**config.mk**
```make
export PLATFORM = sky130hd
export DESIGN_NAME = inst_axi_bridge
export DESIGN_NICKNAME = d
export VERILOG_FILES = /design/src/rtl/inst_axi_bridge_pkg.sv /design/src/rtl/inst_axi_bridge_addr_map.sv /design/src/rtl/inst_axi_bridge.sv
export SDC_FILE = /design/constraint.sdc
export NUM_CORES = 1
export LEC_CHECK = 0
export BUFFER_PORTS_ARGS = -buffer_cell sky130_fd_sc_hd__buf_2
export CAP_MARGIN = 20
export CORE_UTILIZATION = 45
export CTS_CLUSTER_DIAMETER = 150
export DETAILED_ROUTE_END_ITERATION = 12
export PLACE_DENSITY = 0.82
export SYNTH_ARGS = -nofsm -noshare
export SYNTH_HDL_FRONTEND = slang
export SYNTH_SLANG_ARGS = --single-unit
```
**constraint.sdc**
```tcl
create_clock -name clk -period 1.67 [get_ports clk]
set_input_delay 0.4175 -clock clk [delete_from_list [all_inputs] [get_ports clk]]
set_output_delay 0.4175 -clock clk [all_outputs]
set_load 0.02 [all_outputs]
```
**src/rtl/inst_axi_bridge_pkg.sv**
```systemverilog
// Shared AXI-Lite codes and fetch-FSM state type for the instruction-side bridge
// and the future data-side bridge.
package inst_axi_bridge_pkg;

    localparam logic [1:0] RESP_OKAY   = 2'b00;
    localparam logic [1:0] RESP_EXOKAY = 2'b01;
    localparam logic [1:0] RESP_SLVERR = 2'b10;
    localparam logic [1:0] RESP_DECERR = 2'b11;

    localparam logic [2:0] ARPROT_INST = 3'b100;

    // Top two VA bits selecting the unmapped kseg0/kseg1 windows
    localparam logic [1:0] KSEG01_TOP = 2'b10;

    typedef enum logic [1:0] {
        ST_IDLE = 2'b00,
        ST_ADDR = 2'b01,
        ST_DATA = 2'b10
    } fetch_state_t;

endpackage

```
**src/rtl/inst_axi_bridge_addr_map.sv**
```systemverilog
// Combinational kseg0/kseg1 virtual-to-physical translation; result is word aligned.
module inst_addr_map
    import inst_axi_bridge_pkg::*;
#(
    parameter int ADDR_W = 32
) (
    input  logic [ADDR_W-1:0] i_va,
    output logic [ADDR_W-1:0] o_pa
);

    localparam logic [ADDR_W-1:0] PA_WORD_MASK = {{(ADDR_W-2){1'b1}}, 2'b00};

    logic [ADDR_W-1:0] w_pa_raw;

    always_comb begin
        w_pa_raw = i_va;
        if (i_va[ADDR_W-1 -: 2] == KSEG01_TOP) begin
            w_pa_raw = {3'b000, i_va[ADDR_W-4:0]};
        end
        o_pa = w_pa_raw & PA_WORD_MASK;
    end

endmodule

```
**src/rtl/inst_axi_bridge.sv**
```systemverilog
// Instruction fetch responder: one-entry fetch buffer refilled by a single AXI4-Lite read.
// Optional bus-error tagging of the buffered word is enabled by defining FETCH_ERR_EN.
module inst_axi_bridge
    import inst_axi_bridge_pkg::*;
#(
    parameter int ADDR_W = 32,
    parameter int DATA_W = 32
) (
    input  logic              clk,
    input  logic              rst,
    input  logic              rom_en,
    input  logic [ADDR_W-1:0] rom_addr,
    output logic [DATA_W-1:0] inst_o,
    output logic              inst_valid_o,
    output logic              stall_req,
    output logic [ADDR_W-1:0] araddr,
    output logic [2:0]        arprot,
    output logic              arvalid,
    input  logic              arready,
    input  logic [DATA_W-1:0] rdata,
    input  logic [1:0]        rresp,
    input  logic              rvalid,
    output logic              rready,
    output logic              fetch_err_o
);

    fetch_state_t r_state, w_state_nxt;

    logic [ADDR_W-1:2] r_req_addr, w_req_addr_nxt;
    logic [ADDR_W-1:0] r_araddr,   w_araddr_nxt;
    logic              r_arvalid,  w_arvalid_nxt;
    logic              r_rready,   w_rready_nxt;
    logic              w_fill;

    logic [ADDR_W-1:2] r_tag_addr;
    logic              r_tag_valid;
    logic [DATA_W-1:0] r_data;

    logic [ADDR_W-1:0] w_pa;
    logic              w_hit;

    inst_addr_map #(
        .ADDR_W (ADDR_W)
    ) u_addr_map (
        .i_va (rom_addr),
        .o_pa (w_pa)
    );

    assign w_hit        = r_tag_valid && (r_tag_addr == rom_addr[ADDR_W-1:2]);
    assign inst_valid_o = rom_en & w_hit;
    assign stall_req    = rom_en & ~w_hit;
    assign inst_o       = r_data;

    assign araddr  = r_araddr;
    assign arvalid = r_arvalid;
    assign rready  = r_rready;
    assign arprot  = ARPROT_INST;

    always_ff @(posedge clk or negedge rst) begin
        if (!rst) begin
            r_state    <= ST_IDLE;
            r_req_addr <= '0;
            r_araddr   <= '0;
            r_arvalid  <= 1'b0;
            r_rready   <= 1'b0;
        end else begin
            r_state    <= w_state_nxt;
            r_req_addr <= w_req_addr_nxt;
            r_araddr   <= w_araddr_nxt;
            r_arvalid  <= w_arvalid_nxt;
            r_rready   <= w_rready_nxt;
        end
    end

    // A redirect mid-read does not abort: the word fills under the latched request tag
    always_comb begin
        w_state_nxt    = r_state;
        w_req_addr_nxt = r_req_addr;
        w_araddr_nxt   = r_araddr;
        w_arvalid_nxt  = r_arvalid;
        w_rready_nxt   = r_rready;
        w_fill         = 1'b0;
        case (r_state)
            ST_IDLE: begin
                if (stall_req) begin
                    w_req_addr_nxt = rom_addr[ADDR_W-1:2];
                    w_araddr_nxt   = w_pa;
                    w_arvalid_nxt  = 1'b1;
                    w_state_nxt    = ST_ADDR;
                end
            end
            ST_ADDR: begin
                if (arready) begin
                    w_arvalid_nxt = 1'b0;
                    w_rready_nxt  = 1'b1;
                    w_state_nxt   = ST_DATA;
                end
            end
            ST_DATA: begin
                if (rvalid) begin
                    w_rready_nxt = 1'b0;
                    w_fill       = 1'b1;
                    w_state_nxt  = ST_IDLE;
                end
            end
            default: begin
                w_arvalid_nxt = 1'b0;
                w_rready_nxt  = 1'b0;
                w_state_nxt   = ST_IDLE;
            end
        endcase
    end

    always_ff @(posedge clk or negedge rst) begin
        if (!rst) begin
            r_tag_valid <= 1'b0;
            r_tag_addr  <= '0;
            r_data      <= '0;
        end else if (w_fill) begin
            r_tag_valid <= 1'b1;
            r_tag_addr  <= r_req_addr;
            r_data      <= rdata;
        end
    end

`ifdef FETCH_ERR_EN
    logic r_err;

    always_ff @(posedge clk or negedge rst) begin
        if (!rst) begin
            r_err <= 1'b0;
        end else if (w_fill) begin
            r_err <= (rresp != RESP_OKAY);
        end
    end

    assign fetch_err_o = inst_valid_o & r_err;
`else
    logic w_unused_rresp;

    assign w_unused_rresp = ^rresp;
    assign fetch_err_o    = 1'b0;
`endif

endmodule

```
==> reports/summary.json, run 1 <==
{
  "setup.worst_path.start_class": "flip-flop",
  "synth.ff_latch_count": 100,
  "final-instance-count-excl-fill": 562,
  "die_area_um2": 10310,
  "postLayoutCoreUtil": 0.6040,
  "finalSetupTns_ns": -12.85,
  "timing.clock.skew_ns": 0.01168,
  "final.min_clock_period_ns": 2.239,
  "share_of_the_clock_period_used_by_the_worst_path": 1.341,
  "cts-root-buf": "sky130_fd_sc_hd__clkbuf_8",
  "flow.area_growth_from_synthesis_pct": 27.60,
  "drive_gt1_frac": 0.6490,
  "grt_start_max_net_pins": 56,
  "reg2reg_to": "r_req_addr[10]$_DFFE_PN0P_",
  "grt_pass1_wl_um": 13530,
  "n_diodes": 0,
  "synth.yosys.seq_area_share": 0.5615,
  "place_inst": 538,
  "synth_cells": 303,
  "globalRoute.totalOverflow": 0,
  "nNetsFinal": 500,
  "synthesis.area_um2": 4457,
  "p_leak_uw": 0.002759,
  "yosys.cell_types.count": 26,
  "worstReg2RegStart": "r_tag_addr[5]$_DFFE_PN0P_",
  "crit_fanout": 3,
  "crit_slowest_cell": "sky130_fd_sc_hd__dfrtp_1",
  "grt_setup_unrepaired": "true",
  "cts_num_sinks": 100,
  "die_w_um": 101.5,
  "timing_max_transition_violations_final": 0,
  "cts_hold_repair.buffers": 0,
  "via_per_inst": 4.806,
  "reg2regPathDepth": 9,
  "crit_path_cell_trace": "xnor2_2 -> nand4_1 -> nor4_4 -> buf_4 -> and3_2 -> buf_6",
  "cts_buffers": 9,
  "hold_viol_final": 0,
  "route.vias.total": 2701,
  "post-route-drc-count": 0,
  "route.antenna.remaining_nets": 0,
  "cts_tree": "yes",
  "total_routing_usage_gr": 0.1753,
  "place.port_buffers": 132,
  "pre_cts_ws_ns": -0.4965,
  "worst_ep_arrival_time_ns": 1.82,
  "worstHoldPathType": "in2async",
  "clock.fmax_mhz": 446.6,
  "core.rowCount": 35,
  "reg2reg_slack_ns": -0.39,
  "max-vdd-ir-drop_mv": 0.9775,
  "post_synth.cell_area_avg_um2": 14.71,
  "htree_num_levels": 3,
  "drt_pass_1_iters": 4,
  "dr.first_iter.drc_count": 39,
  "clkSlewWorstSetupHoldPaths_ns": 0.09,
  "place.gp.congestion": 0.7236,
  "drv.max_cap_violation_count": 0,
  "initial_core_util": 0.4734,
  "detail_route.wirelength_um": 8701,
  "io-pin-count": 143,
  "failed_checks": "negative setup slack",
  "setup_ws_ns": -0.5693,
  "wl_per_cell_um": 15.48,
  "grt_antenna_before_repair": 0,
  "setup_viol_count_final": 37,
  "count_of_synthesis_stage_warnings_from_yosys": 0,
  "critPathTopFamily": "simple AND/OR/NAND/NOR gates",
  "cpPeakStageDelay_ns": 0.41,
  "max-clock-path-buffers": 2,
  "status": "finished with violations",
  "finalHoldWorstSlack_ns": 0.03282,
  "cellPowerDensity_nw_per_um2": 1983,
  "floorplan.core_area_um2": 9415,
  "sort_of_element_at_the_end_of_the_critical_path": "output port",
  "path_class": "reg2out",
  "die_h_um": 101.5,
  "detailed_place_hpwl_um": 6201,
  "cp.buffers_inverters": 2,
  "clock_latency_ns": 0.36,
  "first_global_vias": 2680,
  "cp.required_ns": 1.25
}
-- per-stage QoR --
stage          instance area, um^2  power, uW
6_report                      5687      11280
5_1_grt                       5687      11930
4_1_cts                       5699      11470
3_5_place_dp                  5234       9275
3_3_place_gp                  5234       9056
2_1_floorplan                 4549       8191
-- placed cells by master (no fill, tap or decap), types with 3 or more instances in the layout --
cell type / instances
sky130_fd_sc_hd__dfrtp_1: 100
sky130_fd_sc_hd__buf_2: 129
sky130_fd_sc_hd__nand4_1: 7
sky130_fd_sc_hd__conb_1: 6
sky130_fd_sc_hd__buf_4: 11
sky130_fd_sc_hd__buf_12: 9
sky130_fd_sc_hd__inv_1: 4
sky130_fd_sc_hd__buf_16: 3
sky130_fd_sc_hd__clkbuf_8: 9
sky130_fd_sc_hd__xnor2_1: 15
sky130_fd_sc_hd__mux2_4: 27
sky130_fd_sc_hd__inv_6: 4
sky130_fd_sc_hd__xnor2_2: 15
sky130_fd_sc_hd__mux2_2: 66
sky130_fd_sc_hd__o21ai_0: 4
-- registers in the layout (all words and copies together) (netlist names) --
signal and cells:
araddr 3, arvalid 1, inst_o 32, r_req_addr 30, r_state 2, r_tag_addr 30, r_tag_valid 1, rready 1
-- how the worst max path moves through the flow --
| stage | end | cells after the start | start |
|---|---|---|---|
| after floorplan | r_req_addr[10]$_DFFE_PN0P_ | 6 | r_tag_addr[28]$_DFFE_PN0P_ |
| after global placement | inst_valid_o | 7 | rom_addr[14] |
| after detailed placement | inst_valid_o | 7 | rom_addr[14] |
| after CTS | inst_valid_o | 6 | r_tag_addr[20]$_DFFE_PN0P_ |
| after global routing | inst_valid_o | 6 | r_tag_addr[21]$_DFFE_PN0P_ |
| final | inst_valid_o | 6 | r_tag_addr[5]$_DFFE_PN0P_ |
-- synthesized netlist by cell type, drive strengths merged --
cell	count	area, um^2
and3	1	6.260
mux2i	2	20.02
or3	1	6.260
buf	42	309.0
nand2b	2	12.51
a21oi	3	18.77
nand4	7	43.79
nand3	1	5.000
dfrtp	100	2502
nand3b	2	15.01
clkbuf	1	3.750
nor2	2	7.510
xnor2	30	262.8
mux2	93	1145
inv	4	15.01
a21o	2	15.01
conb	2	7.510
o21ai	4	20.02
nor4	2	33.78
nand2	2	7.510
-- what timing repair did --
item | CTS | global route
setup endpoints to repair | 37 | 37
gates cloned | 4 | 0
buffers inserted | 5 | 1
gates resized for setup | 15 | 1
pin swaps | 9 | 4
-- per-layer routing --
metal / global-route usage / wire [um] / share of wire
met1: 0.2150 / 3666 / 0.42
met2: 0.3061 / 4647 / 0.53
met3: 0.03934 / 283 / 0.033
met4: 0.05686 / 104 / 0.012
met5: 0 / 0 / 0
-- kinds of logic (layout without fill, tap and decap cells) --
kind of cell,Yosys count,after routing,share of synthesized area
compound gates,9,9,0.01207
xor+xnor,30,30,0.05896
buf+inv,47,173,0.07355
flops,100,100,0.5615
mux,95,95,0.2614
other cells,2,6,0.001685
simple gates,20,20,0.03088
-- report_power, final --
group | leakage (uW) | switching [uW] | internal (uW)
Sequential | 0.00119 | 808 | 3650
Combinational | 0.00146 | 2390 | 2740
Clock | 0.000111 | 837 | 858
Total | 0.00276 | 4030 | 7250
-- final cells by class --
cell class / instances / area (um^2)
Clock inverter: 6 / 95.09
Tap cell: 129 / 161.4
Fill cell: 750 / 3729
Sequential cell: 100 / 2502
Clock buffer: 9 / 123.9
Inverter: 4 / 15.01
Timing Repair Buffer: 154 / 1013
Multi-Input combinational cell: 160 / 1775
Power figures use the tool's default switching activity.
==> run 2, diff against run 1 <==
--- a/config.mk
+++ b/config.mk
@@ -7,10 +7,11 @@
 export LEC_CHECK = 0
 export BUFFER_PORTS_ARGS = -buffer_cell sky130_fd_sc_hd__buf_2
 export CAP_MARGIN = 20
-export CORE_UTILIZATION = 45
+export CORE_UTILIZATION = 46
 export CTS_CLUSTER_DIAMETER = 150
 export DETAILED_ROUTE_END_ITERATION = 12
-export PLACE_DENSITY = 0.82
+export PLACE_DENSITY = 0.76
+export SLEW_MARGIN = 30
 export SYNTH_ARGS = -nofsm -noshare
 export SYNTH_HDL_FRONTEND = slang
 export SYNTH_SLANG_ARGS = --single-unit
==> run 2 against run 1 <==
Net effect:
- die area decreased by 2.1%
- clock power about the same
- critical endpoint unchanged
- the flow still finishes with violations (negative setup slack)
- first-iteration DRC count increased by 44%
==> reports/summary.json, run 2 (synthesis results as in run 1) <==
{
  "setup_ws": {"value": -0.5551, "unit": "ns", "change": "+0.01424 ns"},
  "cts_num_sinks": {"value": 100, "change": "unchanged"},
  "cts-root-buf": "sky130_fd_sc_hd__clkbuf_8",
  "floorplan.core_area": {"value": 9328, "unit": "um^2", "change": "-0.93%"},
  "core.rowCount": {"value": 35, "change": "unchanged"},
  "seq_area": {"value": 2502, "unit": "um^2", "change": "unchanged"},
  "critPathTopFamily": "simple AND/OR/NAND/NOR gates",
  "place.gp.congestion": {"value": 0.6884, "change": "-4.9%"},
  "grt_antenna_before_repair": {"value": 0, "change": "unchanged"},
  "cpPeakStageDelay": {"value": 0.40, "unit": "ns", "change": "about the same"},
  "final_common_cell": "sky130_fd_sc_hd__buf_2",
  "detailed_place_hpwl": {"value": 5983, "unit": "um", "change": "-3.5%"},
  "cts_buffers": {"value": 9, "change": "unchanged"},
  "htree_num_levels": {"value": 3, "change": "unchanged"},
  "place.port_buffers": {"value": 132, "change": "unchanged"},
  "n_diodes": {"value": 0, "change": "unchanged"},
  "share_of_the_clock_period_used_by_the_worst_path": {"value": 1.332, "change": "-0.008527"},
  "switching_power": {"value": 3963, "unit": "uW", "change": "-1.7%"},
  "post-route-drc-count": {"value": 0, "change": "unchanged"},
  "nNetsFinal": {"value": 502, "change": "+0.40%"},
  "worstHoldPathType": "in2async",
  "max-clock-path-buffers": {"value": 2, "change": "unchanged"},
  "wl_per_cell": {"value": 15.24, "unit": "um", "change": "-1.6%"},
  "die_area": {"value": 10090, "unit": "um^2", "change": "-2.1%"},
  "commonest_cells_after_routing_fill_and_taps_aside": "sky130_fd_sc_hd__buf_2, sky130_fd_sc_hd__dfrtp_1, sky130_fd_sc_hd__mux2_2",
  "place_inst": {"value": 540, "change": "+0.37%"},
  "postLayoutCoreUtil": {"value": 0.6070, "change": "+0.002988"},
  "p_total": {"value": 11130, "unit": "uW", "change": "-1.3%"},
  "crit_slowest_cell": "sky130_fd_sc_hd__dfrtp_1",
  "route.antenna.remaining_nets": {"value": 0, "change": "unchanged"},
  "hold_viol_final": {"value": 0, "change": "unchanged"},
  "timing.clock.skew": {"value": 0.01669, "unit": "ns", "change": "+0.005006 ns"},
  "final-instance-count-excl-fill": {"value": 565, "change": "+0.53%"},
  "clkSlewWorstSetupHoldPaths": {"value": 0.09, "unit": "ns", "change": "about the same"},
  "reg2regPathDepth": {"value": 9, "change": "unchanged"},
  "drive_gt1_frac": {"value": 0.6422, "change": "-0.006759"},
  "dr.first_iter.drc_count": {"value": 56, "change": "+44%"},
  "io-pin-count": {"value": 143, "change": "unchanged"},
  "cp.required": {"value": 1.25, "unit": "ns", "change": "about the same"},
  "finalSetupTns": {"value": -13.27, "unit": "ns", "change": "-0.4263 ns"},
  "crit_path_cell_trace": "xnor2_1 -> nand4_1 -> nor4_4 -> and3_2 -> buf_4",
  "max-vdd-ir-drop": {"value": 1.358, "unit": "mV", "change": "+39%"},
  "fillerInstances": {"value": 782, "change": "+4.3%"},
  "failed_checks": "negative setup slack",
  "share_comb_of_total_power": {"value": 0.451, "change": "-0.003"},
  "cellPowerDensity": {"value": 1966, "unit": "nW/um^2", "change": "-0.86%"},
  "cp.buffers_inverters": {"value": 1, "change": "-1"},
  "internal_power": {"value": 7169, "unit": "uW", "change": "-1.1%"},
  "first_global_vias": {"value": 2794, "change": "+4.3%"},
  "timing_max_transition_violations_final": {"value": 0, "change": "unchanged"},
  "cts_tree": "yes",
  "multiInputGateArea": {"value": 1757, "unit": "um^2", "change": "-1.1%"},
  "power_switching_share": {"value": 0.3560, "change": "-0.001497"},
  "pre_cts_ws": {"value": -0.4733, "unit": "ns", "change": "+0.02324 ns"},
  "flow.area_growth_from_synthesis_pct": 27.04,
  "drt_pass_1_iters": {"value": 4, "change": "unchanged"},
  "final.min_clock_period": {"value": 2.225, "unit": "ns", "change": "-0.01424 ns"},
  "status": "finished with violations",
  "drv.max_cap_violation_count": {"value": 0, "change": "unchanged"},
  "total_routing_usage_gr": {"value": 0.1772, "change": "+0.001900"},
  "globalRoute.totalOverflow": {"value": 0, "change": "unchanged"},
  "power_frac_seq": {"value": 0.398, "change": "+0.003"},
  "path_class": "reg2out",
  "via_per_inst": {"value": 4.804, "change": "about the same"},
  "power.clock.fraction": {"value": 0.151, "change": "about the same"},
  "grt_start_max_net_pins": {"value": 40, "change": "-29%"},
  "clock_latency": {"value": 0.35, "unit": "ns", "change": "about the same"},
  "grt_setup_unrepaired": "true",
  "initial_core_util": {"value": 0.4778, "change": "+0.004445"},
  "critical_path_cell_count": {"value": 5, "change": "-1"},
  "setup.worst_path.start_class": "flip-flop",
  "crit_fanout": {"value": 2, "change": "-1"},
  "die_w": {"value": 100.4, "unit": "um", "change": "-1.1%"},
  "die_h": {"value": 100.4, "unit": "um", "change": "-1.1%"},
  "detail_route.wirelength": {"value": 8610, "unit": "um", "change": "-1.0%"},
  "p_leak": {"value": 0.002735, "unit": "uW", "change": "-0.87%"},
  "clock.fmax": {"value": 449.4, "unit": "MHz", "change": "+0.64%"},
  "route.vias.total": {"value": 2714, "change": "+0.48%"},
  "grt_pass1_wl": {"value": 13630, "unit": "um", "change": "+0.77%"},
  "setup_viol_count_final": {"value": 37, "change": "unchanged"},
  "sort_of_element_at_the_end_of_the_critical_path": "output port",
  "worst_ep_arrival_time": {"value": 1.81, "unit": "ns", "change": "about the same"},
  "largest_register_ff_count": {"value": 32, "change": "unchanged"}
}
[run 2: cell types whose count changed in the layout (fill, tap and decap cells not counted)]
cell	before	now
sky130_fd_sc_hd__buf_6	2	6
sky130_fd_sc_hd__inv_6	4	1
sky130_fd_sc_hd__xnor2_1	15	18
sky130_fd_sc_hd__xnor2_2	15	12
sky130_fd_sc_hd__clkbuf_1	0	2
sky130_fd_sc_hd__clkinvlp_4	0	2
sky130_fd_sc_hd__a21oi_1	2	1
sky130_fd_sc_hd__a21oi_2	0	1
sky130_fd_sc_hd__buf_12	9	8
sky130_fd_sc_hd__buf_16	3	2
[run 2: final timing paths]
path | startpoint | end | slack [ns]
setup / recovery | r_tag_addr[17]$_DFFE_PN0P_ | inst_valid_o | -0.56
hold / removal | rst | inst_o[19]$_DFFE_PN0P_ | 0.01
setup reg to reg | r_tag_addr[17]$_DFFE_PN0P_ | r_req_addr[17]$_DFFE_PN0P_ | -0.44
hold reg to reg | r_tag_valid$_DFFE_PN0P_ | r_tag_valid$_DFFE_PN0P_ | 0.48
max in group asynchronous | rst | r_tag_addr[31]$_DFFE_PN0P_ | 1.09
min in group clk | rdata[28] | inst_o[28]$_DFFE_PN0P_ | 0.28
[run 2: worst register-to-register path: cells and delay by family, from the launching register on]
| kind | cells | cell delay, ns |
|---|---|---|
| xor+xnor | 1 | 0.18 |
| flops | 1 | 0.40 |
| buf+inv | 4 | 0.54 |
| compound gates | 1 | 0.09 |
| simple gates | 2 | 0.50 |
| mux | 1 | 0.29 |
[run 2: repair_timing]
action / CTS / global route
hold buffers: 0 / 0
setup buffers: 5 / 3
pin swaps: 6 / 5
resized for setup: 14 / 4
gates cloned: 4 / 0
setup endpoints to repair: 37 / 37
[run 2: layout make-up]
type,count,area share
Clock buffer,11,0.02320
Tap cell,129,0.02851
Sequential cell,100,0.4420
Clock inverter,5,0.01481
Inverter,4,0.002652
Timing Repair Buffer,156,0.1786
Multi-Input combinational cell,160,0.3103
[run 2: metal layers]
metal / share of wire / vias to the layer above / GRT usage
met1: 0.43 / 1371 / 0.2250
met2: 0.52 / 81 / 0.3051
li1: - / 1257 / -
met5: 0 / - / 0
met3: 0.045 / 5 / 0.04526
met4: 0.0056 / 0 / 0.04013
[run 2: power by group through the flow]
stage | combinational, uW | clock (uW) | sequential, uW
detailed placement | 4780 | 0 | 4470
global route | 5360 | 1820 | 4610
global placement | 4660 | 0 | 4380
finish | 5020 | 1680 | 4430
floorplan | 3280 | 0 | 4910
CTS | 5130 | 1730 | 4440
[run 2: through the flow]
| step | cell area, um^2 | hold slack, ns |
|---|---|---|
| final | 5662 | 0.01056 |
| after detailed placement | 5249 | 0.4115 |
| after CTS | 5670 | 0.01624 |
| after global placement | 5249 | 0.3986 |
| after global routing | 5662 | 0.01625 |
| after floorplan | 4549 | 0.1219 |
